[src/rtl/add24_operand_stage.sv]
// add24_operand_stage
// Two-entry skid buffer that registers operand sets (a, b, cin) in front of a
// 24-bit ripple-carry adder. It uses a valid/ready handshake on both sides.
// The main register drives the adder. The skid register catches one extra set
// when the adder stalls, because in_ready is registered and lags one cycle.
// A saturating counter tracks completed output transfers.
//
// Optional feature: define ADD24_OPERAND_STAGE_SUB_EN to add an in_sub port.
// When in_sub is set, the stage stores ~in_b with carry-in forced to 1, so the
// adder computes A-B.
module add24_operand_stage #(
    parameter int WIDTH = 24,
    parameter int CNT_W = 16
) (
    input  logic             clk,
    input  logic             rst_n,
    input  logic             in_valid,
    output logic             in_ready,
    input  logic [WIDTH-1:0] in_a,
    input  logic [WIDTH-1:0] in_b,
    input  logic             in_cin,
`ifdef ADD24_OPERAND_STAGE_SUB_EN
    input  logic             in_sub,
`endif
    output logic             out_valid,
    input  logic             out_ready,
    output logic [WIDTH-1:0] out_a,
    output logic [WIDTH-1:0] out_b,
    output logic             out_cin,
    output logic [CNT_W-1:0] xfer_cnt
);

    typedef enum logic [1:0] {
        ST_EMPTY = 2'd0,
        ST_ONE   = 2'd1,
        ST_FULL  = 2'd2
    } state_t;

    state_t             r_state;
    state_t             w_state_next;
    logic               r_in_ready;

    logic [WIDTH-1:0]   r_main_a;
    logic [WIDTH-1:0]   r_main_b;
    logic               r_main_cin;
    logic [WIDTH-1:0]   r_skid_a;
    logic [WIDTH-1:0]   r_skid_b;
    logic               r_skid_cin;
    logic [CNT_W-1:0]   r_xfer_cnt;

    logic               w_in_fire;
    logic               w_out_fire;
    logic               w_out_valid;
    logic               w_load_main_in;
    logic               w_load_main_skid;
    logic               w_load_skid;
    logic [WIDTH-1:0]   w_b_in;
    logic               w_cin_in;

    // Operand B and carry-in as they will be stored.
    // In subtract mode, B is inverted and carry-in is forced to 1 (two's complement).
`ifdef ADD24_OPERAND_STAGE_SUB_EN
    assign w_b_in   = in_sub ? ~in_b : in_b;
    assign w_cin_in = in_sub | in_cin;
`else
    assign w_b_in   = in_b;
    assign w_cin_in = in_cin;
`endif

    // out_valid is decoded purely from the state register, so no input reaches an output.
    assign w_out_valid = (r_state != ST_EMPTY);
    assign w_in_fire   = in_valid & r_in_ready;
    assign w_out_fire  = w_out_valid & out_ready;

    // Next-state and register-load decode for the skid buffer.
    always_comb begin
        w_state_next     = r_state;
        w_load_main_in   = 1'b0;
        w_load_main_skid = 1'b0;
        w_load_skid      = 1'b0;
        case (r_state)
            ST_EMPTY: begin
                if (w_in_fire) begin
                    w_state_next   = ST_ONE;
                    w_load_main_in = 1'b1;
                end
            end
            ST_ONE: begin
                case ({w_in_fire, w_out_fire})
                    2'b10: begin
                        w_state_next = ST_FULL;
                        w_load_skid  = 1'b1;
                    end
                    2'b01: begin
                        w_state_next = ST_EMPTY;
                    end
                    2'b11: begin
                        w_state_next   = ST_ONE;
                        w_load_main_in = 1'b1;
                    end
                    default: begin
                        w_state_next = ST_ONE;
                    end
                endcase
            end
            ST_FULL: begin
                // in_ready is low here, so any in_valid is simply ignored.
                if (w_out_fire) begin
                    w_state_next     = ST_ONE;
                    w_load_main_skid = 1'b1;
                end
            end
            default: begin
                w_state_next = ST_EMPTY;
            end
        endcase
    end

    // State register and registered in_ready.
    // in_ready is precomputed from the next state.
    always_ff @(posedge clk or negedge rst_n) begin
        if (!rst_n) begin
            r_state    <= ST_EMPTY;
            r_in_ready <= 1'b1;
        end else begin
            r_state    <= w_state_next;
            r_in_ready <= (w_state_next != ST_FULL);
        end
    end

    // Main register: loads from the input port, or from the skid register when it drains.
    always_ff @(posedge clk or negedge rst_n) begin
        if (!rst_n) begin
            r_main_a   <= '0;
            r_main_b   <= '0;
            r_main_cin <= 1'b0;
        end else if (w_load_main_in) begin
            r_main_a   <= in_a;
            r_main_b   <= w_b_in;
            r_main_cin <= w_cin_in;
        end else if (w_load_main_skid) begin
            r_main_a   <= r_skid_a;
            r_main_b   <= r_skid_b;
            r_main_cin <= r_skid_cin;
        end
    end

    // Skid register: captures the set that arrives while the main register is stalled.
    always_ff @(posedge clk or negedge rst_n) begin
        if (!rst_n) begin
            r_skid_a   <= '0;
            r_skid_b   <= '0;
            r_skid_cin <= 1'b0;
        end else if (w_load_skid) begin
            r_skid_a   <= in_a;
            r_skid_b   <= w_b_in;
            r_skid_cin <= w_cin_in;
        end
    end

    // Saturating count of completed output transfers.
    always_ff @(posedge clk or negedge rst_n) begin
        if (!rst_n) begin
            r_xfer_cnt <= '0;
        end else if (w_out_fire && (r_xfer_cnt != {CNT_W{1'b1}})) begin
            r_xfer_cnt <= r_xfer_cnt + {{(CNT_W-1){1'b0}}, 1'b1};
        end
    end

    assign in_ready  = r_in_ready;
    assign out_valid = w_out_valid;
    assign out_a     = r_main_a;
    assign out_b     = r_main_b;
    assign out_cin   = r_main_cin;
    assign xfer_cnt  = r_xfer_cnt;

endmodule

[config.mk]
export PLATFORM = sky130hd
export DESIGN_NAME = add24_operand_stage
export DESIGN_NICKNAME = d
export VERILOG_FILES = /design/src/rtl/add24_operand_stage.sv
export SDC_FILE = /design/constraint.sdc
export NUM_CORES = 1
export LEC_CHECK = 0
export ABC_AREA = 0
export CAP_MARGIN = 20
export CELL_PAD_IN_SITES_DETAIL_PLACEMENT = 1
export CELL_PAD_IN_SITES_GLOBAL_PLACEMENT = 1
export CORE_MARGIN = 4
export CORE_UTILIZATION = 39
export DETAILED_ROUTE_END_ITERATION = 8
export HOLD_SLACK_MARGIN = 0.06
export PLACE_DENSITY = 0.82
export SYNTH_ARGS = -nofsm -noshare
export SYNTH_HDL_FRONTEND = slang
export SYNTH_SLANG_ARGS = --single-unit
export TNS_END_PERCENT = 1
[constraint.sdc]
create_clock -name clk -period 2.05 [get_ports clk]
set_clock_uncertainty 0.05 [all_clocks]
set_input_delay 0.5125 -clock clk [delete_from_list [all_inputs] [get_ports clk]]
set_output_delay 0.5125 -clock clk [all_outputs]
set_load 0.05 [all_outputs]
==> results_dict.tcl <==
set metrics [dict create \
    synth_area_mm2 0.004861 \
    drt_pass1_iterations 4 \
    syn_inst 356 \
    viasPerCell 5.186 \
    ys_seq_area_share_pct 60.26 \
    final_hold_viol_count 0 \
    grt_overflow_total 0 \
    worst_setup_path_end_kind "primary output" \
    power_frac_seq_pct 33.2 \
    die_w_um 119.6 \
    fin_crit_sh_pct 96.62 \
    port_buffers 119 \
    antenna_found_initial 0 \
    synthTopCellsByCount "dfrtp_1, mux2_2, a21o_1, a22o_1, xor2_1" \
    die_h_um 119.6 \
    clk_latency_ns 0.41 \
    wire_per_inst_um 18.78 \
    num-fill-cells 1246 \
    layout_min_cycle_time_ns 1.981 \
    design_area_mm2 0.006879 \
    synthFlopType "dfrtp_1" \
    p_int_uw 7385 \
    syn_to_final_growth_pct 41.52 \
    grt_pass1_vias 3966 \
    worst-path-buf-inv 1 \
    nets 546 \
    path_delay_family "flip-flops" \
    clock_path_buffers 2 \
    num_vias 3490 \
    rows 40 \
    start_util_pct 40.13 \
    netSwitchingFraction_pct 39.30 \
    rsz0062_at_grt "false" \
    hp-class "reg -> reg" \
    finalNonFillerCells 673 \
    grt_max_degree 45 \
    ys_ff_latch 117 \
    synth.most_common_cell "dfrtp_1" \
    place_inst 640 \
    worst_ep_arrival_time_ns 1.42 \
    synth_cell_types 34 \
    core-area_mm2 0.01211 \
    finalSetupViolations 0 \
    path_max_fanout 6 \
    dieArea_mm2 0.01431 \
    drc 0 \
    synth_top_area_share_pct 59.72 \
    tightest_slew_ns 0.4945 \
    multi_input_area_mm2 0.001829 \
    peakVddDrop_v 0.0008534 \
    critPathLaunchType "register" \
    placed_cell_area_mm2 0.006261 \
    ys_async_sr_fraction_pct 100.0 \
    syn-num-nets 410 \
    comb_power_share_pct 41.3 \
    finalMaxSlewViolations 0 \
    maxCapViolations 0 \
    cts_buffers 17 \
    path_cells "or2_2 -> buf_4" \
    clkTransAtPathRegs_ns 0.05 \
    fmax_mhz 504.9 \
    final_util_pct 56.80 \
    synth.area.top_cells "dfrtp_1, mux2_2, a22o_1" \
    first_iter_violations 222 \
    path_class "reg -> out" \
    detail-route-antenna-nets 0 \
    cts_tree "built" \
    cts_root_buf "clkbuf_16" \
    boundaryPins 120 \
    clkPwrFrac_pct 25.5 \
    place_congestion 0.8572 \
    status "finished clean" \
    grt_pass1_wl_mm 21.08 \
    diodes 0 \
    synth_area_per_cell_um2 13.65 \
    grtUsageTotal_pct 18.74 \
    synth.largest_area_cell "dfrtp_1" \
    required_ns 1.49 \
    finalWirelength_mm 12.64 \
    cts.sinks 117 \
    slowest_stage "dfrtp_1" \
    synth_edf_count 0 \
    layout-drive-gt1-share_pct 34.06 \
    yosysWarnings 0 \
    p_leak_uw 0.003440 \
    dp_hpwl_mm 8.391 \
    seq_area_mm2 0.002929 \
    cts_htree_levels 4 \
    p_per_area_mw_per_mm2 1769 \
    slowest_delay_ns 0.46 \
    relSlewSlack_pct 67.17 \
    p_sw_uw 4782 \
]
power groups by stage:
stage,logic [uW],registers [uW],clock network [uW]
after floorplan,1590,5730,0
after global placement,4950,3970,0
after detailed placement,5090,4050,0
after CTS,5100,4050,3160
after global routing,5310,4170,3280
final,5030,4040,3100
worst reg2reg max path, stage by stage (launching register included):
cell and delay [ns]:
dfrtp_1 0.43, ha_1 0.26, and4_4 0.22, and4bb_4 0.25, nor2_1 0.15, mux2_2 0.35
cell usage in the layout, fill, tap and decap left out, drive strengths merged, types with 7 or more instances in the layout:
cell / Yosys / routed
a21o: 49 / 49
a22o: 49 / 49
buf: 14 / 81
clkbuf: 9 / 22
clkdlybuf4s50: 0 / 51
dfrtp: 116 / 116
dlygate4sd2: 0 / 7
mux2: 50 / 50
nand2: 9 / 9
nor2: 7 / 7
nor3: 8 / 8
xor2: 15 / 15
cell type report:
cell class	instances	area share [%]
Inverter	1	0.05457
Clock inverter	10	2.219
Tap cell	168	3.056
Clock buffer	22	6.748
Sequential cell	117	42.58
Multi-Input combinational cell	215	26.59
Timing Repair Buffer	140	18.75
per-layer routing:
metal	up-vias	GRT usage [%]	share of wire [%]
met5	-	0	0
met2	94	32.84	53
met4	0	7.301	1.8
met3	18	4.100	3.7
li1	1581	-	-
met1	1797	22.51	41
kinds of logic after synthesis:
| logic type | share of synthesized area [%] |
|---|---|
| adders and majority gates | 0.2574 |
| xor gates and xnor gates | 2.703 |
| buffers and inverters | 2.394 |
| DFF | 60.26 |
| muxes | 11.79 |
| and+or+nand+nor | 5.817 |
| AOI/OAI and AO/OA | 16.78 |
flip-flops by register name (all words and copies together), names as in the netlist:
signal      flops
out_a          24
out_b          24
r_skid_a       24
r_skid_b       24
xfer_cnt       16
r_state         2
in_ready        1
out_cin         1
r_skid_cin      1
per-stage QoR:
| step | hold WS, ns | TNS (ns) | power [uW] | setup WS [ns] |
|---|---|---|---|---|
| finish | 0.4150 | 0 | 12170 | 0.06936 |
| global route | 0.4286 | 0 | 12770 | 0.03368 |
| CTS | 0.4224 | 0 | 12310 | 0.05250 |
| detailed placement | 0.4006 | -13.00 | 9141 | -0.1853 |
| global placement | 0.3930 | -7.782 | 8918 | -0.1273 |
| floorplan | 0.1669 | 0 | 7329 | 0.07206 |
path summary, 6_finish.rpt:
check | from | end | slack [ns] | cells after the start
worst min register to register | out_a[0] | out_a[0] | 0.41 | 1
worst min-delay path | out_a[0] | out_a[0] | 0.41 | 1
worst max-delay path | r_state[1] | out_valid | 0.07 | 2
worst max register to register | xfer_cnt[0] | xfer_cnt[1] | 0.23 | 5
min in group asynchronous | rst_n | out_b[1] | 0.51 | 2
max in group asynchronous | rst_n | in_ready | 0.87 | 3
what timing repair did:
item | 4_1_cts | 5_1_grt
hold buffers | 1 | 0
resized for setup | 7 | 0
endpoints found under the hold margin | 22 | 0
buffers inserted | 0 | 0
endpoints found under the setup margin | 7 | 0
(Power assumes the default switching activity.)
